### src/rtl/fifo_uart_tx_if.sv
// fifo_uart_tx_if: FIFO pop port plus UART TX pin and status for the drain stage
interface fifo_uart_tx_if #(parameter int WIDTH = 8);
  logic             en;
  logic             fifo_empty;
  logic [WIDTH-1:0] fifo_pop_data;
  logic             fifo_pop_en;
  logic             tx;
  logic             busy;
  logic             frame_done;
  modport master (input en, fifo_empty, fifo_pop_data, output fifo_pop_en, tx, busy, frame_done);
  modport slave (output en, fifo_empty, fifo_pop_data, input fifo_pop_en, tx, busy, frame_done);
endinterface

### src/rtl/fifo_uart_tx.sv
// fifo_uart_tx: pops bytes from a FIFO and serialises each as a start/data/stop UART frame
module fifo_uart_tx #(
  parameter int WIDTH        = 8,
  parameter int CLKS_PER_BIT = 868,
  parameter int STOP_BITS    = 1
) (
  input  logic            clk,
  input  logic            rst_n,
  fifo_uart_tx_if.master  bus
);
  localparam int BW = CLKS_PER_BIT > 1 ? $clog2(CLKS_PER_BIT) : 1;
  localparam int CW = $clog2(WIDTH + 1);
  localparam logic [BW-1:0] BAUD_LAST = BW'(CLKS_PER_BIT - 1);
  localparam logic [CW-1:0] DATA_LAST = CW'(WIDTH - 1);
  localparam logic [CW-1:0] STOP_LAST = CW'(STOP_BITS - 1);
  typedef enum logic [2:0] {IDLE, POP, LOAD, START, DATA, STOP} state_t;
  state_t           state_q, state_d;
  logic [BW-1:0]    baud_q, baud_d;
  logic [CW-1:0]    bit_q, bit_d;
  logic [WIDTH-1:0] shift_q, shift_d;
  logic             tx_q, tx_d;
  logic             fifo_pop_en_q, fifo_pop_en_d;
  logic             busy_q, busy_d;
  logic             frame_done_q, frame_done_d;
  logic             go, baud_end;
  // Next state, counters and the output values registered one cycle behind the state
  always_comb begin
    go       = bus.en && !bus.fifo_empty;
    baud_end = baud_q == BAUD_LAST;
    state_d  = state_q;
    baud_d   = baud_q;
    bit_d    = bit_q;
    shift_d  = shift_q;
    if (state_q == START || state_q == DATA || state_q == STOP)
      baud_d = baud_end ? '0 : baud_q + BW'(1);
    case (state_q)
      IDLE:  state_d = go ? POP : IDLE;
      POP:   state_d = LOAD;
      LOAD: begin
        shift_d = bus.fifo_pop_data;
        state_d = START;
      end
      START: state_d = baud_end ? DATA : START;
      DATA: if (baud_end) begin
        shift_d = shift_q >> 1;
        bit_d   = bit_q == DATA_LAST ? '0 : bit_q + CW'(1);
        state_d = bit_q == DATA_LAST ? STOP : DATA;
      end
      STOP: if (baud_end) begin
        bit_d   = bit_q == STOP_LAST ? '0 : bit_q + CW'(1);
        state_d = bit_q != STOP_LAST ? STOP : go ? POP : IDLE;
      end
      default: state_d = IDLE;
    endcase
    tx_d          = state_q == START ? 1'b0 : state_q == DATA ? shift_q[0] : 1'b1;
    fifo_pop_en_d = state_d == POP;
    // busy lags the state by one cycle so it also covers the delayed final stop cycle on tx
    busy_d        = state_q != IDLE;
    frame_done_d  = state_q == STOP && baud_end && bit_q == STOP_LAST;
  end
  // State and output registers; reset parks the line high and abandons any partial frame
  always_ff @(posedge clk or negedge rst_n)
    if (!rst_n) begin
      state_q       <= IDLE;
      baud_q        <= '0;
      bit_q         <= '0;
      shift_q       <= '0;
      tx_q          <= 1'b1;
      fifo_pop_en_q <= 1'b0;
      busy_q        <= 1'b0;
      frame_done_q  <= 1'b0;
    end else begin
      state_q       <= state_d;
      baud_q        <= baud_d;
      bit_q         <= bit_d;
      shift_q       <= shift_d;
      tx_q          <= tx_d;
      fifo_pop_en_q <= fifo_pop_en_d;
      busy_q        <= busy_d;
      frame_done_q  <= frame_done_d;
    end
  assign bus.tx          = tx_q;
  assign bus.fifo_pop_en = fifo_pop_en_q;
  assign bus.busy        = busy_q;
  assign bus.frame_done  = frame_done_q;
endmodule

### src/flat_wrapper.sv
// flat-port wrapper written by rule: the top's interface ports become plain ports
module fifo_uart_tx_flat 
#(
  parameter int WIDTH        = 8,
  parameter int CLKS_PER_BIT = 868,
  parameter int STOP_BITS    = 1
)
  (clk, rst_n, bus_en, bus_fifo_empty, bus_fifo_pop_data, bus_fifo_pop_en, bus_tx, bus_busy, bus_frame_done);
  fifo_uart_tx_if #(.WIDTH(WIDTH)) bus_i ();
  input  logic clk;
  input  logic rst_n;
  input wire logic [$bits(bus_i.en)-1:0] bus_en;
  input wire logic [$bits(bus_i.fifo_empty)-1:0] bus_fifo_empty;
  input wire logic [$bits(bus_i.fifo_pop_data)-1:0] bus_fifo_pop_data;
  output wire logic [$bits(bus_i.fifo_pop_en)-1:0] bus_fifo_pop_en;
  output wire logic [$bits(bus_i.tx)-1:0] bus_tx;
  output wire logic [$bits(bus_i.busy)-1:0] bus_busy;
  output wire logic [$bits(bus_i.frame_done)-1:0] bus_frame_done;
  assign bus_i.en = bus_en;
  assign bus_i.fifo_empty = bus_fifo_empty;
  assign bus_i.fifo_pop_data = bus_fifo_pop_data;
  assign bus_fifo_pop_en = bus_i.fifo_pop_en;
  assign bus_tx = bus_i.tx;
  assign bus_busy = bus_i.busy;
  assign bus_frame_done = bus_i.frame_done;
  fifo_uart_tx #(.WIDTH(WIDTH), .CLKS_PER_BIT(CLKS_PER_BIT), .STOP_BITS(STOP_BITS)) u_core (.clk(clk), .rst_n(rst_n), .bus(bus_i));
endmodule
### config.mk
export PLATFORM = sky130hd
export DESIGN_NAME = fifo_uart_tx_flat
export DESIGN_NICKNAME = d
export VERILOG_FILES = /design/src/rtl/fifo_uart_tx_if.sv /design/src/rtl/fifo_uart_tx.sv /design/src/flat_wrapper.sv
export SDC_FILE = /design/constraint.sdc
export NUM_CORES = 1
export LEC_CHECK = 0
export BUFFER_PORTS_ARGS = -buffer_cell sky130_fd_sc_hd__buf_4
export CORE_UTILIZATION = 61
export CTS_CLUSTER_DIAMETER = 40
export DETAILED_ROUTE_END_ITERATION = 16
export HOLD_SLACK_MARGIN = 0.1
export PLACE_DENSITY_LB_ADDON = 0.1
export RECOVER_POWER = 25
export SLEW_MARGIN = 30
export SYNTH_ARGS = -nofsm -noshare
export SYNTH_HDL_FRONTEND = slang
export SYNTH_SLANG_ARGS = --single-unit
### constraint.sdc
create_clock -name clk -period 4.9 [get_ports clk]
set_clock_uncertainty 0.05 [all_clocks]
set_input_delay 0.49 -clock clk [delete_from_list [all_inputs] [get_ports clk]]
set_output_delay 0.49 -clock clk [all_outputs]
set_load 0.03 [all_outputs]
==> results of run 1 <==
==> worst max-delay path, stage by stage (launching register included) <==
cell     delay, ps
dfrtp_1        580
nor3_2         670
mux2_2         410
mux2_1         300
==> final timing paths <==
| check | end | slack, ps | cells after the start |
|---|---|---|---|
| worst max-delay path | u_core.shift_q[5] | 2780 | 3 |
| worst min-delay path | u_core.shift_q[0] | 410 | 3 |
| max in group asynchronous | u_core.baud_q[7] | 2890 | 2 |
| min in group asynchronous | u_core.shift_q[7] | 1010 | 2 |
| worst min register to register | u_core.shift_q[4] | 450 | 1 |
| worst max register to register | u_core.shift_q[5] | 2780 | 3 |
==> flip-flops by register name (all words and copies together) (netlist names) <==
name,flops
u_core.baud_q,10
u_core.shift_q,8
u_core.bit_q,4
u_core.state_q,3
u_core.bus.busy,1
u_core.bus.fifo_pop_en,1
u_core.bus.frame_done,1
u_core.bus.tx,1
==> synthesized netlist by cell type, types with 2 or more instances <==
cell type and instances:
dfrtp_1 28, buf_2 2, o21ai_0 8, nand3_1 4
xor2_1 4, nand2_1 11, nor2_1 7, mux2_1 6
and3_1 3, ha_1 3, mux2i_1 2, a31oi_1 2
a21oi_1 6, nor3_1 2, or3_1 3, inv_1 8
mux2_2 8
==> routing by layer <==
metal	GRT usage [%]	vias up	routed length, µm
met2	41.7	19	1470
li1	-	536	-
met1	33.5	535	1310
met4	8.11	0	38
met3	7.89	5	96
met5	0	-	0
==> timing repair <==
item	4_1_cts	5_1_grt
endpoints found under the setup margin	0	0
endpoints found under the hold margin	28	0
hold buffers	1	0
buffers inserted	0	0
==> logic make-up after synthesis <==
family | synth area share (%)
adder cells (fa/ha/maj) | 2.48
flip-flops | 47.9
multiplexers | 11.7
AO/OA/AOI/OAI | 12.5
buffers and inverters | 4.13
XOR/XNOR | 2.89
AND/OR/NAND/NOR | 18.4
==> cell type report <==
type | instances | area (µm²) | share of cell area (%)
Sequential cell | 29 | 727 | 43.0
Multi-Input combinational cell | 96 | 727 | 43.0
Timing Repair Buffer | 16 | 119 | 7.04
Clock buffer | 6 | 41.3 | 2.44
Tap cell | 28 | 35.0 | 2.07
Inverter | 8 | 30.0 | 1.78
Clock inverter | 2 | 10.0 | 0.593
==> per-stage QoR <==
| step | util [%] | worst slack (ps) | cells | area, µm² | total power [mW] |
|---|---|---|---|---|---|
| floorplan | - | 3110 | 138 | 1520 | 0.391 |
| global placement | 71.7 | 2840 | 176 | 1630 | 0.418 |
| detailed placement | 71.7 | 2780 | 176 | 1630 | 0.427 |
| CTS | 74.4 | 2760 | 185 | 1690 | 0.566 |
| global route | 74.2 | 2550 | 185 | 1690 | 0.599 |
| finish | 74.2 | 2780 | 185 | 1690 | 0.562 |
==> power groups by stage <==
stage	clock [mW]	combinational, mW	sequential (mW)
detailed placement	0	0.0955	0.332
finish	0.139	0.0959	0.328
global placement	0	0.0889	0.329
CTS	0.142	0.0968	0.327
floorplan	0	0.0711	0.320
global route	0.155	0.109	0.335
==> key figures, run 1 <==
Power and ir drop
  – Clock share of power: 24.7%
  – Pwr Density: 333 mW/mm²
  – Seq pwr share: 58.3%
  – Net Sw Frac: 30.9%
  – Leakage: 0.763 nW
  – Maximum VDD drop: 0.277 mV
  – Int Power: 0.388 mW
  – Logic gate share of total power: 17.1%
  – Sw power: 0.174 mW

Logic synthesis
  – Syn nets: 153
  – Prevailing post-synth register cell: dfrtp_1
  – Yosys warns: 0
  – Largest area contributor in the synthesized netlist: dfrtp_1
  – Synth cell types: 48
  – Synth top area share: 46.2%
  – Seq cells post-synth: 29
  – Area contributors post-synth: dfrtp_1 46%, mux2_2 5.9%, mux2_1 4.5%
  – EDFF count, synth: 0
  – Post-synthesis cell count: 138
  – Sequential share of the synthesized area: 47.9%
  – Avg Cell Area, Syn: 11.0 µm²
  – Async SR Flop Fraction: 100%
  – Post-synth design cell area: 0.00152 mm²

Global routing
  – Largest net degree at the start of global routing: 30
  – Number of global-route vias before repair: 1079
  – Initial antenna violation count: 0
  – First-pass GRT wire length: 4.93 mm
  – Total grt overflow: 0
  – Total track usage: 26.0%

Clocking
  – CTS tree: built
  – Clock-pin slew on the worst setup and hold paths: 100 ps
  – H-Tree Depth: 2
  – Insertion delay to the later sink of the worst-skew pair: 330 ps
  – Post-CTS sizing: 0
  – Maximum root-to-sink buffer count: 2
  – Root buffer cell: clkbuf_4
  – Total CTS buffers: 5
  – # clock sinks: 29

Floorplan
  – Rows: 17
  – Initial Util: 66.6%
  – Die Area: 0.00269 mm²
  – Die W: 51.9 µm
  – Die Ht: 51.9 µm
  – Core Region: 0.00228 mm²
  – Top Ports: 16

Route
  – Final wirelength: 2.91 mm
  – Vias: 1095
  – Drt wl/cell: 15.7 µm
  – Initial DRC Count: 16
  – DRC: 0
  – Via density: 5.92
  – Drt pass-1 iters: 4
  – Detail Route Antenna Nets: 0

Worst setup path
  – Worst EP arrival: 2290 ps
  – CP Max Fanout: 15
  – CP startpoint: u_core.state_q[0]
  – Setup CP Type: reg2reg
  – CP Capture Type: flip-flop
  – Critical Path Start Type: flip-flop
  – R2r startpoint: u_core.state_q[0]
  – Worst path required time: 5060 ps

Placed design
  – Dpl hpwl: 2.10 mm
  – Port Buffers: 15
  – GP Congestion: 0.805

Finish
  – Antenna diodes: 0
  – Commonest non-fill, non-tap cell in the layout: dfrtp_1
  – Most frequent cells in the layout: 28 x dfrtp_1, 14 x buf_4, 11 x nand2_1
  – Share of post-route cells with drive strength above 1: 24.8%
  – Nets: 171
  – Area grow syn2layout: 11.4%
  – Fill cell count: 159

Outcome
  – Failing checks: max-capacitance violations, max-slew violations
  – Status: complete, but fails checks

Timing
  – Fin crit period: 2120 ps
  – WHS: 406 ps
  – Worst-margin pin slew: 1530 ps
  – RSZ-0062 raised after global routing: no
  – Slew Limit Headroom: -2.21%
  – Fin. max-slew vios: 30
  – Period utilisation layout: 43.3%
  – Final TNS setup: 0 ps
  – Final setup fails: 0
  – Final hold vios: 0
  – Max Freq: 0.471 GHz

Min path
  – Hold Crit Class: in2reg
  – Min-delay src: bus_fifo_pop_data[0]

Job
  – Max cap viols: 1
(Power assumes the default switching activity.)
==> inputs of run 2 (changes only) <==
--- a/config.mk
+++ b/config.mk
@@ -5,8 +5,10 @@
 export SDC_FILE = /design/constraint.sdc
 export NUM_CORES = 1
 export LEC_CHECK = 0
+export ABC_AREA = 1
 export BUFFER_PORTS_ARGS = -buffer_cell sky130_fd_sc_hd__buf_4
-export CORE_UTILIZATION = 61
+export CORE_ASPECT_RATIO = 2
+export CORE_UTILIZATION = 58
 export CTS_CLUSTER_DIAMETER = 40
 export DETAILED_ROUTE_END_ITERATION = 16
 export HOLD_SLACK_MARGIN = 0.1
==> constraint.sdc (replaced) <==
create_clock -name clk -period 2 [get_ports clk]
set_clock_uncertainty 0.05 [all_clocks]
set_input_delay 0.2 -clock clk [delete_from_list [all_inputs] [get_ports clk]]
set_output_delay 0.2 -clock clk [all_outputs]
set_load 0.03 [all_outputs]
==> key figures, run 2 <==
Clocking
  – Total CTS buffers: 5 (unchanged)
  – Clock-pin slew on the worst setup and hold paths: 60 ps (was 100 ps)
  – # clock sinks: 29 (unchanged)
  – # Post-CTS Setup Buffers: 0 (unchanged)
  – Root buffer cell: clkbuf_8 (was clkbuf_4)
  – CTS tree: built (unchanged)
  – Maximum root-to-sink buffer count: 2 (unchanged)
  – H-Tree Depth: 2 (unchanged)
  – Insertion delay to the later sink of the worst-skew pair: 280 ps (was 330 ps)

Floorplan
  – Die Area: 0.00315 mm² (was 0.00269 mm²)
  – Top Ports: 16 (unchanged)
  – Rows: 27 (was 17)
  – Initial Util: 61.2% (was 66.6%)
  – Die W: 40.2 µm (was 51.9 µm)
  – Die Ht: 78.4 µm (was 51.9 µm)
  – Core Region: 0.00277 mm² (was 0.00228 mm²)

Finish
  – Area grow syn2layout: 12.0% (was 11.4%)
  – Post-route design area: 0.00190 mm² (was 0.00169 mm²)
  – Nets: 257 (was 171)
  – Most frequent cells in the layout: 59 x nand2_1, 38 x inv_1, 28 x dfrtp_1 (was 28 x dfrtp_1, 14 x buf_4, 11 x nand2_1)
  – Antenna diodes: 0 (unchanged)
  – Share of post-route cells with drive strength above 1: 14.5% (was 24.8%)
  – Commonest non-fill, non-tap cell in the layout: nand2_1 (was dfrtp_1)
  – Largest Register: u_core.baud_q (unchanged)
  – Number of flip-flops in the largest register: 10 (unchanged)
  – Largest regs: u_core.baud_q (10), u_core.shift_q (8), u_core.bit_q (4) (unchanged)
  – Fill cell count: 240 (was 159)

Route
  – Detail Route Antenna Nets: 0 (unchanged)
  – DRC: 0 (unchanged)
  – Drt pass-1 iters: 4 (unchanged)
  – Via density: 5.59 (was 5.92)
  – Vias: 1516 (was 1095)
  – Final wirelength: 3.69 mm (was 2.91 mm)
  – Drt wl/cell: 13.6 µm (was 15.7 µm)
  – Initial DRC Count: 52 (was 16)

Global routing
  – Largest net degree at the start of global routing: 30 (unchanged)
  – Total grt overflow: 0 (unchanged)
  – Total track usage: 28.3% (was 26.0%)
  – Initial antenna violation count: 0 (unchanged)
  – Number of global-route vias before repair: 1545 (was 1079)
  – First-pass GRT wire length: 6.15 mm (was 4.93 mm)

Logic synthesis
  – EDFF count, synth: 0 (unchanged)
  – Area contributors post-synth: dfrtp_1 41%, nand2_1 13%, inv_1 8.4% (was dfrtp_1 46%, mux2_2 5.9%, mux2_1 4.5%)
  – Largest area contributor in the synthesized netlist: dfrtp_1 (unchanged)
  – Synth cell types: 27 (was 48)
  – Async SR Flop Fraction: 100% (unchanged)
  – Yosys warns: 0 (unchanged)
  – Syn nets: 238 (was 153)
  – Post-synthesis cell count: 223 (was 138)
  – Synth top area share: 41.4% (was 46.2%)
  – Avg Cell Area, Syn: 7.60 µm² (was 11.0 µm²)
  – Prevailing post-synth register cell: dfrtp_1 (unchanged)
  – Synth top cells by count: 59 x nand2_1, 38 x inv_1, 28 x dfrtp_1, 20 x o21ai_0, 19 x nor2_1 (was 28 x dfrtp_1, 11 x nand2_1, 8 x inv_1, 8 x mux2_2, 8 x o21ai_0)
  – Post-synth design cell area: 0.00169 mm² (was 0.00152 mm²)
  – Seq cells post-synth: 29 (unchanged)
  – Most numerous cell in the Yosys netlist: nand2_1 (was dfrtp_1)
  – Sequential share of the synthesized area: 42.9% (was 47.9%)

Timing
  – Worst-margin pin slew: 716 ps (was 1530 ps)
  – Final TNS setup: 0 ps (unchanged)
  – Max Freq: 0.588 GHz (was 0.471 GHz)
  – RSZ-0062 raised after global routing: no (unchanged)
  – Final hold vios: 0 (unchanged)
  – Fin. max-slew vios: 0 (was 30)
  – WHS: 130 ps (was 406 ps)
  – Fin crit period: 1700 ps (was 2120 ps)
  – Slew Limit Headroom: 52.3% (was -2.21%)
  – Period utilisation layout: 85.1% (was 43.3%)
  – Final setup fails: 0 (unchanged)

Placed design
  – DP Area: 0.00180 mm² (was 0.00163 mm²)
  – GP Congestion: 0.800 (was 0.805)
  – Port Buffers: 15 (unchanged)
  – Dpl hpwl: 2.81 mm (was 2.10 mm)

Worst setup path
  – CP Max Fanout: 15 (unchanged)
  – Setup CP Type: reg2reg (unchanged)
  – Worst reg-to-reg setup slack: 300 ps (was 2780 ps)
  – Worst path required time: 2090 ps (was 5060 ps)
  – Critical-path cell list: ha_1 -> nand2_2 -> nor2_4 -> nand3_4 -> o21ai_4 -> o21ai_0 (was nor3_2 -> mux2_2 -> mux2_1)
  – CP Capture Type: flip-flop (unchanged)
  – Crit-path leading delay family: compound AO/OA/AOI/OAI gates (was multiplexers)
  – Crit-path slowest cell: dfrtp_1 (was nor3_2)
  – Crit path largest cell delay: 370 ps (was 670 ps)
  – Critical Path Start Type: flip-flop (unchanged)
  – Worst EP arrival: 1790 ps (was 2290 ps)
  – CP bufs+invs: 0 (unchanged)

Power and ir drop
  – Total power: 1.12 mW (was 0.562 mW)
  – Maximum VDD drop: 0.644 mV (was 0.277 mV)
  – Leakage: 1.05 nW (was 0.763 nW)
  – Pwr Density: 591 mW/mm² (was 333 mW/mm²)

Outcome
  – Status: completed (was complete, but fails checks)

Min path
  – Hold Crit Class: in2reg (unchanged)

Job
  – Max cap viols: 0 (was 1)
==> run 2: cell count changes in the layout (fill, tap and decap cells not counted), sizes merged, moves of 3 or more <==
cell	previous run	this run
o21ai	9	25
or3	3	0
nand4	2	9
nand3	4	16
nand2	11	62
and3	4	0
mux2	14	0
inv	8	39
nor2	7	22
==> run 2: worst paths after layout <==
kind / cells past startpoint / to / startpoint
max in group asynchronous: 2 / u_core.shift_q[0] / rst_n
worst min register to register: 2 / u_core.shift_q[5] / u_core.shift_q[5]
worst min-delay path: 3 / u_core.shift_q[7] / bus_fifo_pop_data[7]
worst max register to register: 6 / u_core.shift_q[3] / u_core.baud_q[0]
min in group asynchronous: 2 / u_core.baud_q[6] / rst_n
worst max-delay path: 6 / u_core.shift_q[3] / u_core.baud_q[0]
==> run 2: power by group <==
part	switching, mW	total [mW]	internal, mW	leakage, nW
logic	0.0240	0.0456	0.0216	0.662
registers	0.00275	0.598	0.595	0.344
clock network	0.206	0.478	0.272	0.0443
==> run 2: per-stage QoR <==
step	instances	setup slack, ps	util, %
3_3_place_gp	263	413	65.1
4_1_cts	271	285	68.6
2_1_floorplan	223	541	-
5_1_grt	271	145	68.5
3_5_place_dp	263	310	65.1
6_report	271	299	68.5
==> run 2: what timing repair did <==
| item | in CTS | in global routing |
|---|---|---|
| hold buffers | 1 | 0 |
| resized for setup | 0 | 0 |
| hold endpoints to repair | 29 | 0 |
==> run 2: cells by family after synthesis <==
family                   share of synthesized area, %
AO/OA/AOI/OAI                                    10.7
XOR/XNOR                                         2.07
adder cells (fa/ha/maj)                          2.22
buffers and inverters                            10.9
flip-flops                                       42.9
AND/OR/NAND/NOR                                  31.2
==> run 2: metal layers <==
metal,global-route usage [%],wire length [µm],vias up
li1,-,-,739
met1,25.8,1350,730
met2,51.0,2100,33
met3,5.08,89,14
met4,17.3,162,0
met5,0,0,-
==> run 2: worst min-delay path: stages <==
cell and delay (ps):
buf_4 80, nand3_1 70, o21ai_0 70
==> run 2: final cells by class <==
type	instances	area, µm²	share of cell area [%]
multi-input combinational	151	782	41.2
sequential	29	727	38.3
inverter	39	146	7.71
timing repair buffer	16	120	6.33
clock buffer	7	86.3	4.55
tap	29	36.3	1.91
==> inputs of run 3 (changes only) <==
--- a/config.mk
+++ b/config.mk
@@ -5,10 +5,10 @@
 export SDC_FILE = /design/constraint.sdc
 export NUM_CORES = 1
 export LEC_CHECK = 0
-export ABC_AREA = 1
+export ABC_CLOCK_PERIOD_IN_PS = 2000
 export BUFFER_PORTS_ARGS = -buffer_cell sky130_fd_sc_hd__buf_4
 export CORE_ASPECT_RATIO = 2
-export CORE_UTILIZATION = 58
+export CORE_UTILIZATION = 57
 export CTS_CLUSTER_DIAMETER = 40
 export DETAILED_ROUTE_END_ITERATION = 16
 export HOLD_SLACK_MARGIN = 0.1
==> key figures, run 3 (same netlist as run 1, synthesis figures left out) <==
Clocking
  – Maximum root-to-sink buffer count: 2 (unchanged)
  – H-Tree Depth: 2 (unchanged)
  – # clock sinks: 29 (unchanged)
  – Insertion delay to the later sink of the worst-skew pair: 290 ps (was 280 ps)
  – Clock-pin slew on the worst setup and hold paths: 60 ps (about the same)
  – Root buffer cell: clkbuf_8 (unchanged)
  – CTS tree: built (unchanged)
  – Total CTS buffers: 5 (unchanged)

Worst setup path
  – Critical Path Start Type: flip-flop (unchanged)
  – CP Max Fanout: 7 (was 15)
  – Crit path largest cell delay: 390 ps (was 370 ps)
  – Worst path required time: 2120 ps (was 2090 ps)
  – Crit-path slowest cell: dfrtp_1 (unchanged)
  – CP Capture Type: flip-flop (unchanged)
  – Setup CP Type: reg2reg (unchanged)
  – Worst EP arrival: 2010 ps (was 1790 ps)
  – Worst Reg-to-Reg Cells: 5 (was 6)
  – Critical-path cell list: ha_2 -> nor3b_4 -> nand4_4 -> a21oi_4 -> mux2_1 (was ha_1 -> nand2_2 -> nor2_4 -> nand3_4 -> o21ai_4 -> o21ai_0)

Finish
  – Multi-input logic area: 729 µm² (was 782 µm²)
  – Antenna diodes: 0 (unchanged)
  – Share of post-route cells with drive strength above 1: 28.2% (was 14.5%)
  – Number of flip-flops in the largest register: 10 (unchanged)
  – Area grow syn2layout: 17.2% (was 12.0%)
  – Post-route core utilization: 70.0% (was 68.5%)
  – Largest regs: u_core.baud_q (10), u_core.shift_q (8), u_core.bit_q (4) (unchanged)
  – Nets: 177 (was 257)
  – Most frequent cells in the layout: 28 x dfrtp_1, 20 x buf_4, 11 x nand2_1 (was 59 x nand2_1, 38 x inv_1, 28 x dfrtp_1)
  – Register Area: 727 µm² (unchanged)
  – Largest Register: u_core.baud_q (unchanged)
  – Fill cell count: 194 (was 240)
  – Commonest non-fill, non-tap cell in the layout: dfrtp_1 (was nand2_1)

Placed design
  – Port Buffers: 15 (unchanged)
  – Dpl hpwl: 2.39 mm (was 2.81 mm)
  – GP Congestion: 0.792 (was 0.800)

Global routing
  – First-pass GRT wire length: 5.29 mm (was 6.15 mm)
  – Initial antenna violation count: 0 (unchanged)
  – Largest net degree at the start of global routing: 30 (unchanged)
  – Total grt overflow: 0 (unchanged)
  – Number of global-route vias before repair: 1200 (was 1545)
  – Total track usage: 27.2% (was 28.3%)

Timing
  – Max Freq: 0.527 GHz (was 0.588 GHz)
  – Final TNS setup: 0 ps (unchanged)
  – Worst-margin pin slew: 729 ps (was 716 ps)
  – Fin. max-slew vios: 0 (unchanged)
  – Final setup fails: 0 (unchanged)
  – RSZ-0062 raised after global routing: no (unchanged)
  – Slew Limit Headroom: 51.4% (was 52.3%)
  – Final hold vios: 0 (unchanged)
  – Period utilisation layout: 94.9% (was 85.1%)
  – Fin crit period: 1900 ps (was 1700 ps)

Power and ir drop
  – Maximum VDD drop: 0.881 mV (was 0.644 mV)
  – Pwr Density: 884 mW/mm² (was 591 mW/mm²)
  – Total power: 1.57 mW (was 1.12 mW)
  – Leakage: 0.805 nW (was 1.05 nW)

Floorplan
  – Rows: 26 (was 27)
  – Die W: 38.5 µm (was 40.2 µm)
  – Initial Util: 59.8% (was 61.2%)
  – Die Ht: 74.9 µm (was 78.4 µm)
  – Core Region: 0.00254 mm² (was 0.00277 mm²)
  – Die Area: 0.00288 mm² (was 0.00315 mm²)
  – Top Ports: 16 (unchanged)

Job
  – Max cap viols: 0 (unchanged)

Route
  – Drt pass-1 iters: 5 (was 4)
  – Via density: 6.04 (was 5.59)
  – Final wirelength: 3.24 mm (was 3.69 mm)
  – Initial DRC Count: 19 (was 52)
  – DRC: 0 (unchanged)
  – Wl on met1: 1.16 mm (was 1.35 mm)
  – Detail Route Antenna Nets: 0 (unchanged)
  – Vias: 1154 (was 1516)
  – Top routing layer in use: met4 (unchanged)
  – Drt wl/cell: 17.0 µm (was 13.6 µm)
  – Met3 routed WL: 124 µm (was 89 µm)
  – Routed wl met2: 1.87 mm (was 2.10 mm)

Min path
  – Hold path depth: 3 (unchanged)
  – Hold Crit Class: in2reg (unchanged)

Outcome
  – Status: completed (unchanged)
[run 3: cell count changes in the layout (fill, tap and decap cells not counted), sizes merged, moves of 3 or more]
cell / previous run / this run
and3: 0 / 4
buf: 14 / 20
inv: 39 / 8
mux2: 0 / 14
nand2: 62 / 11
nand3: 16 / 4
nand4: 9 / 2
nor2: 22 / 7
o21ai: 25 / 9
or3: 0 / 3
[run 3: area by class of cell]
type                       count  share of cell area [%]
sequential                    29                    40.9
clock buffer                   8                    5.07
multi-input combinational     96                    41.1
tap                           28                    1.97
inverter                       8                    1.69
timing repair buffer          22                    9.30
[run 3: worst paths after layout]
check / slack, ps / start / to
worst max-delay path: 100 / u_core.baud_q[0] / u_core.shift_q[2]
worst min-delay path: 180 / bus_fifo_pop_data[0] / u_core.shift_q[0]
worst max register to register: 100 / u_core.baud_q[0] / u_core.shift_q[2]
worst min register to register: 430 / u_core.shift_q[3] / u_core.shift_q[3]
max in group asynchronous: 980 / rst_n / u_core.baud_q[3]
min in group asynchronous: 450 / rst_n / u_core.state_q[0]
[run 3: worst max-delay path: cells and delay by family (launching register included)]
family | cells | cell delay [ps]
flip-flops | 1 | 390
adder cells (fa/ha/maj) | 1 | 220
AND/OR/NAND/NOR | 2 | 440
multiplexers | 1 | 370
AO/OA/AOI/OAI | 1 | 310
[run 3: timing repair]
item / in CTS / in global routing
endpoints found under the hold margin: 29 / 0
setup buffers: 0 / 3
resized for setup: 0 / 1
setup endpoints to repair: 0 / 7
hold buffers: 1 / 0
[run 3: metal layers]
metal | global-route usage (%) | up-vias
li1 | - | 546
met1 | 25.7 | 571
met2 | 49.9 | 27
met3 | 7.37 | 10
met4 | 14.9 | 0
met5 | 0 | -
[run 3: through the flow]
stage	instance area, µm²	instances	worst slack (ps)	hold WS, ps
finish	1780	191	102	176
global route	1780	191	3.50	199
floorplan	1520	138	212	-146
CTS	1750	188	14.9	177
detailed placement	1650	179	22.1	93.2
global placement	1650	179	138	81.3
[run 3: report_power, final]
part | switching (mW) | total [mW] | internal, mW | leakage [nW]
Clock | 0.219 | 0.499 | 0.280 | 0.0455
Sequential | 0.113 | 0.806 | 0.693 | 0.357
Combinational | 0.116 | 0.265 | 0.149 | 0.403
